`config.mk`:
```
export PLATFORM = sky130hd
export DESIGN_NAME = rggen_bit_field_initiator
export DESIGN_NICKNAME = d
export VERILOG_FILES = /design/src/rtl/rggen_bit_field_initiator.sv
export SDC_FILE = /design/constraint.sdc
export NUM_CORES = 1
export LEC_CHECK = 0
export CORE_AREA = 2 2 39 41
export DETAILED_ROUTE_END_ITERATION = 6
export DIE_AREA = 0 0 41 43
export GPL_ROUTABILITY_DRIVEN = 1
export SLEW_MARGIN = 20
export SYNTH_ARGS = -nofsm -noshare
export SYNTH_HDL_FRONTEND = slang
export SYNTH_SLANG_ARGS = --single-unit
```
`constraint.sdc`:
```
create_clock -name i_clk -period 1.3 [get_ports i_clk]
set_input_delay 0.13 -clock i_clk [delete_from_list [all_inputs] [get_ports i_clk]]
set_output_delay 0.13 -clock i_clk [all_outputs]
set_load 0.1 [all_outputs]
```
`src/rtl/rggen_bit_field_initiator.sv`:
```
// Command-driven initiator for one rggen bit field: one access per command, response on a valid/ready channel.
// Build option: RGGEN_BIT_FIELD_INITIATOR_READBACK_EN adds a READBACK state so write responses carry the post-write field value.
module rggen_bit_field_initiator #(
    parameter int WIDTH = 1
) (
    input  logic             i_clk,
    input  logic             i_rst_n,
    input  logic             i_cmd_valid,
    output logic             o_cmd_ready,
    input  logic             i_cmd_write,
    input  logic [WIDTH-1:0] i_cmd_mask,
    input  logic [WIDTH-1:0] i_cmd_data,
    output logic             o_rsp_valid,
    input  logic             i_rsp_ready,
    output logic             o_rsp_error,
    output logic [WIDTH-1:0] o_rsp_data,
    output logic             o_bf_valid,
    output logic [WIDTH-1:0] o_bf_read_mask,
    output logic [WIDTH-1:0] o_bf_write_mask,
    output logic [WIDTH-1:0] o_bf_write_data,
    input  logic [WIDTH-1:0] i_bf_read_data,
    input  logic [WIDTH-1:0] i_bf_value,
    output logic [1:0]       o_state
);

    // Handshake rule on both channels: a transfer happens at a rising edge where
    // valid and ready are both high; the source holds its payload until then.

    localparam logic [1:0] IDLE     = 2'd0;
    localparam logic [1:0] ACCESS   = 2'd1;
`ifdef RGGEN_BIT_FIELD_INITIATOR_READBACK_EN
    localparam logic [1:0] READBACK = 2'd2;
`endif
    localparam logic [1:0] RESPOND  = 2'd3;

    logic [1:0]       state;
    logic [1:0]       state_next;
    logic             cmd_write;
    logic [WIDTH-1:0] cmd_mask;
    logic [WIDTH-1:0] cmd_data;
    logic             rsp_error;
    logic [WIDTH-1:0] rsp_data;
    logic             mask_zero;
    logic             in_access;

    assign mask_zero = (i_cmd_mask == '0);
    assign in_access = (state == ACCESS);

    always_comb begin
        state_next = state;
        case (state)
            IDLE: begin
                if (i_cmd_valid) begin
                    state_next = mask_zero ? RESPOND : ACCESS;
                end
            end
            ACCESS: begin
`ifdef RGGEN_BIT_FIELD_INITIATOR_READBACK_EN
                state_next = cmd_write ? READBACK : RESPOND;
`else
                state_next = RESPOND;
`endif
            end
`ifdef RGGEN_BIT_FIELD_INITIATOR_READBACK_EN
            READBACK: begin
                state_next = RESPOND;
            end
`endif
            RESPOND: begin
                if (i_rsp_ready) begin
                    state_next = IDLE;
                end
            end
            default: begin
                state_next = IDLE;
            end
        endcase
    end

    always_ff @(posedge i_clk) begin
        if (!i_rst_n) begin
            state     <= IDLE;
            cmd_write <= 1'b0;
            cmd_mask  <= '0;
            cmd_data  <= '0;
            rsp_error <= 1'b0;
            rsp_data  <= '0;
        end else begin
            state <= state_next;
            case (state)
                IDLE: begin
                    if (i_cmd_valid) begin
                        cmd_write <= i_cmd_write;
                        cmd_mask  <= i_cmd_mask;
                        cmd_data  <= i_cmd_data;
                        rsp_error <= mask_zero;
                        rsp_data  <= '0;
                    end
                end
                ACCESS: begin
                    // Read data is sampled in the strobe cycle, i.e. before the read side-effect lands.
                    rsp_data <= cmd_write ? '0 : (i_bf_read_data & cmd_mask);
                end
`ifdef RGGEN_BIT_FIELD_INITIATOR_READBACK_EN
                READBACK: begin
                    rsp_data <= i_bf_value & cmd_mask;
                end
`endif
                default: begin
                end
            endcase
        end
    end

`ifndef RGGEN_BIT_FIELD_INITIATOR_READBACK_EN
    logic unused_bf_value;
    assign unused_bf_value = ^i_bf_value;
`endif

    assign o_cmd_ready     = (state == IDLE);
    assign o_rsp_valid     = (state == RESPOND);
    assign o_rsp_error     = rsp_error;
    assign o_rsp_data      = rsp_data;
    assign o_bf_valid      = in_access;
    assign o_bf_read_mask  = (in_access && !cmd_write) ? cmd_mask : '0;
    assign o_bf_write_mask = (in_access &&  cmd_write) ? cmd_mask : '0;
    assign o_bf_write_data = (in_access &&  cmd_write) ? cmd_data : '0;
    assign o_state         = state;

endmodule
```
==> qor.tcl <==
set qor(status) {complete, but fails checks}
set qor(violations_in_the_final_reports) {negative setup slack}
set qor(finalSetupViolCount) 3
set qor(worstHoldPathType) {in2reg}
set qor(first_iter_violations) 9
set qor(grtUsageTotal_pct) 11.2
set qor(timing.final.crit_share_pct) 101
set qor(clock_latency_ps) 250
set qor(critical_path.n_buffers_inverters) 1
set qor(place.gp.congestion) 0.719
set qor(netlist-cell-type-count) 17
set qor(post_synth.cell_area_avg_sq_um) 9.59
set qor(drt-total-wl_microns) 851
set qor(finalHoldViolations) 0
set qor(sw_frac_of_total_pct) 38.4
set qor(ioPinCount) 19
set qor(internal-power_uw) 508
set qor(synth_largest_area_cell) {sky130_fd_sc_hd__dfxtp_1}
set qor(setup_repair_after_global_routing_missed_its_margin) {yes}
set qor(post-route-worst-setup-slack_ps) -7.15
set qor(p_per_area_nw_per_um2) 1090
set qor(port_buffers) 17
set qor(pwr-share-clk_pct) 24.3
set qor(drt-wirelength-per-cell_microns) 10.5
set qor(clk_path_buf_depth) 2
set qor(detailedRoute.firstPassIterationCount) 4
set qor(start_kind) {register}
set qor(synth_top_cells_by_area) {sky130_fd_sc_hd__dfxtp_1 (41%), sky130_fd_sc_hd__mux2i_1 (12%), sky130_fd_sc_hd__nand2_1 (9.8%)}
set qor(most_frequent_cells_in_the_layout) {sky130_fd_sc_hd__buf_12 (10), sky130_fd_sc_hd__nand2_1 (9), sky130_fd_sc_hd__buf_4 (9)}
set qor(postSynthNetCount) 45
set qor(hold_buffers) 0
set qor(grt_pass1_vias) 299
set qor(worst-endpoint-arrival_ps) 1180
set qor(dpl.hpwl_microns) 596
set qor(htree_num_levels) 1
set qor(core.rowCount) 14
set qor(final_nets) 75
set qor(power_frac_seq_pct) 30.9
set qor(worst_clock_skew_ps) 1.68
set qor(layout.cells.most_common) {sky130_fd_sc_hd__buf_12}
set qor(clk_sink_count) 7
set qor(die_width_microns) 41
set qor(groute.layer.met1.usage_pct) 14.6
set qor(tightest_slew_ps) 318
set qor(grt_start_max_net_pins) 9
set qor(post_synthesis_sequential_area_ratio_pct) 40.6
set qor(cts_buffers) 3
set qor(crit_fanout) 5
set qor(gr-usage-met3_pct) 1.57
set qor(antenna_found_initial) 0
set qor(clk_transition_reported_paths_ps) 50
set qor(groute.layer.met2.usage_pct) 15.0
set qor(criticalPathCategory) {reg2out}
set qor(drive_above_1_share_pct) 49.2
set qor(worst_setup_path_startpoint) {o_state[0]}
set qor(floorplan.initialDensity_pct) 25.0
set qor(instance_count_of_the_mapped_netlist) 36
set qor(netlist_area_sq_um) 345
set qor(clk_root_buffer_cell) {sky130_fd_sc_hd__clkbuf_4}
set qor(area_of_the_die_sq_um) 1760
set qor(final_period_minus_worst_setup_slack_ps) 1310
set qor(ys_ff_latch) 7
set qor(post-place-cells) 70
set qor(ys.warnings.count) 0
set qor(crit_path_cell_trace) {nor2b_4 -> and3_4 -> buf_12}
set qor(cts_tree) {done}
set qor(post-synth-top-area-fraction_pct) 40.6
set qor(timing.slew.headroom_pct) 78.8
set qor(layout.cells.non_filler) 81
set qor(viasPerCell) 4.49
set qor(cpPeakStageDelay_ps) 370
set qor(worst_case_vdd_ir_drop_mv) 0.578
set qor(placeableCoreArea_sq_um) 1380
set qor(drc_violations) 0
set qor(grt_first_pass_wirelength_microns) 1300
set qor(power.share.combinational_pct) 44.9
set qor(ant_nets) 0
set qor(grt.overflow.total) 0
set qor(final_core_util_pct) 54.7
set qor(worst_setup_path_end_kind) {output port}
set qor(total_switching_power_uw) 316
set qor(final_max_slew_viol_count) 0
set qor(cap_violations) 0
set qor(regToRegStartpoint) {o_state[1]}
set qor(fmaxAchievable_mhz) 765
set qor(antennaDiodeCount) 0
set qor(die_height_microns) 43
set qor(worst_path_max_delay_cell) {sky130_fd_sc_hd__dfxtp_4}
set qor(hp-start) {i_cmd_write}
set qor(worst_path_dominant_cell_family) {simple AND/OR/NAND/NOR gates}
set qor(p_total_uw) 823
set qor(syn_to_final_growth_pct) 119
set qor(route.vias.total) 364
set qor(cp_data_required_time_ps) 1170
set qor(busiest_layer) {met2}
set qor(leakage_nw) 0.307
-- final timing paths --
kind / to / cells after the start / slack [ps]
worst min register to register: cmd_data / 2 / 460
worst max register to register: o_rsp_data / 4 / 110
worst min-delay path: cmd_write / 3 / 430
worst max-delay path: o_bf_write_data / 3 / -7
-- layer usage --
metal | vias to the layer above | part of all wire, %
met2 | 11 | 54
met4 | 0 | 0
li1 | 181 | -
met5 | - | 0
met1 | 172 | 41
met3 | 0 | 4.6
-- Yosys cell counts --
| library cell | n |
|---|---|
| sky130_fd_sc_hd__buf_2 | 1 |
| sky130_fd_sc_hd__and3_1 | 2 |
| sky130_fd_sc_hd__mux2i_1 | 4 |
| sky130_fd_sc_hd__nor3b_1 | 1 |
| sky130_fd_sc_hd__nand2_1 | 9 |
| sky130_fd_sc_hd__nor2_1 | 2 |
| sky130_fd_sc_hd__or2b_1 | 1 |
| sky130_fd_sc_hd__nor3b_4 | 1 |
| sky130_fd_sc_hd__and2_2 | 1 |
| sky130_fd_sc_hd__o21ba_1 | 1 |
| sky130_fd_sc_hd__dfxtp_1 | 7 |
| sky130_fd_sc_hd__o31a_1 | 1 |
| sky130_fd_sc_hd__nor2b_1 | 1 |
| sky130_fd_sc_hd__o21a_1 | 1 |
| sky130_fd_sc_hd__nor2b_2 | 1 |
| sky130_fd_sc_hd__o32ai_2 | 1 |
| sky130_fd_sc_hd__nand3b_1 | 1 |
-- through the flow --
step / instance area, sq um / setup TNS [ps] / setup slack, ps / hold WS (ps)
3_3_place_gp: 678 / 0 / 55.2 / 444
2_1_floorplan: 378 / -1490 / -516 / 272
6_report: 757 / -17.0 / -7.15 / 432
3_5_place_dp: 678 / 0 / 45.3 / 452
4_1_cts: 742 / -30.1 / -16.5 / 433
5_1_grt: 757 / -200 / -74.6 / 450
-- area by class of cell --
class / count / area [sq um]
multi-input combinational: 28 / 225
fill: 127 / 627
sequential: 7 / 148
timing repair buffer: 26 / 338
tap: 16 / 20.0
clock buffer: 4 / 26.3
-- what timing repair did --
item                       CTS  global route
setup endpoints to repair    3             3
pin swaps                    3             1
gates resized for setup      0             0
buffers inserted             5             2
-- power by group through the flow --
stage	logic, mW	clock network (mW)	registers, mW
after CTS	0.364	0.206	0.254
after global routing	0.383	0.221	0.256
final	0.369	0.200	0.254
after floorplan	0.143	0	0.327
after detailed placement	0.333	0	0.269
after global placement	0.332	0	0.269
-- worst register-to-register path, delay by kind of cell (launching register included) --
| family | cells | cell delay (ps) |
|---|---|---|
| AO/OA/AOI/OAI | 1 | 220 |
| AND/OR/NAND/NOR | 1 | 220 |
| flip-flops | 1 | 360 |
| buffers and inverters | 2 | 300 |
-- cell families after synthesis --
kind of cell / count (synthesis) / synth area share [%]
and+or+nand+nor: 20 / 34.1
DFF: 7 / 40.6
AOI/OAI and AO/OA: 4 / 12.3
muxes: 4 / 11.6
buffers and inverters: 1 / 1.45
-- state kept, by name, summed over array words and instances, names as in the netlist --
name,flops
o_state,2
cmd_data,1
cmd_mask,1
cmd_write,1
o_rsp_data,1
o_rsp_error,1
Power figures use the tool's default switching activity.
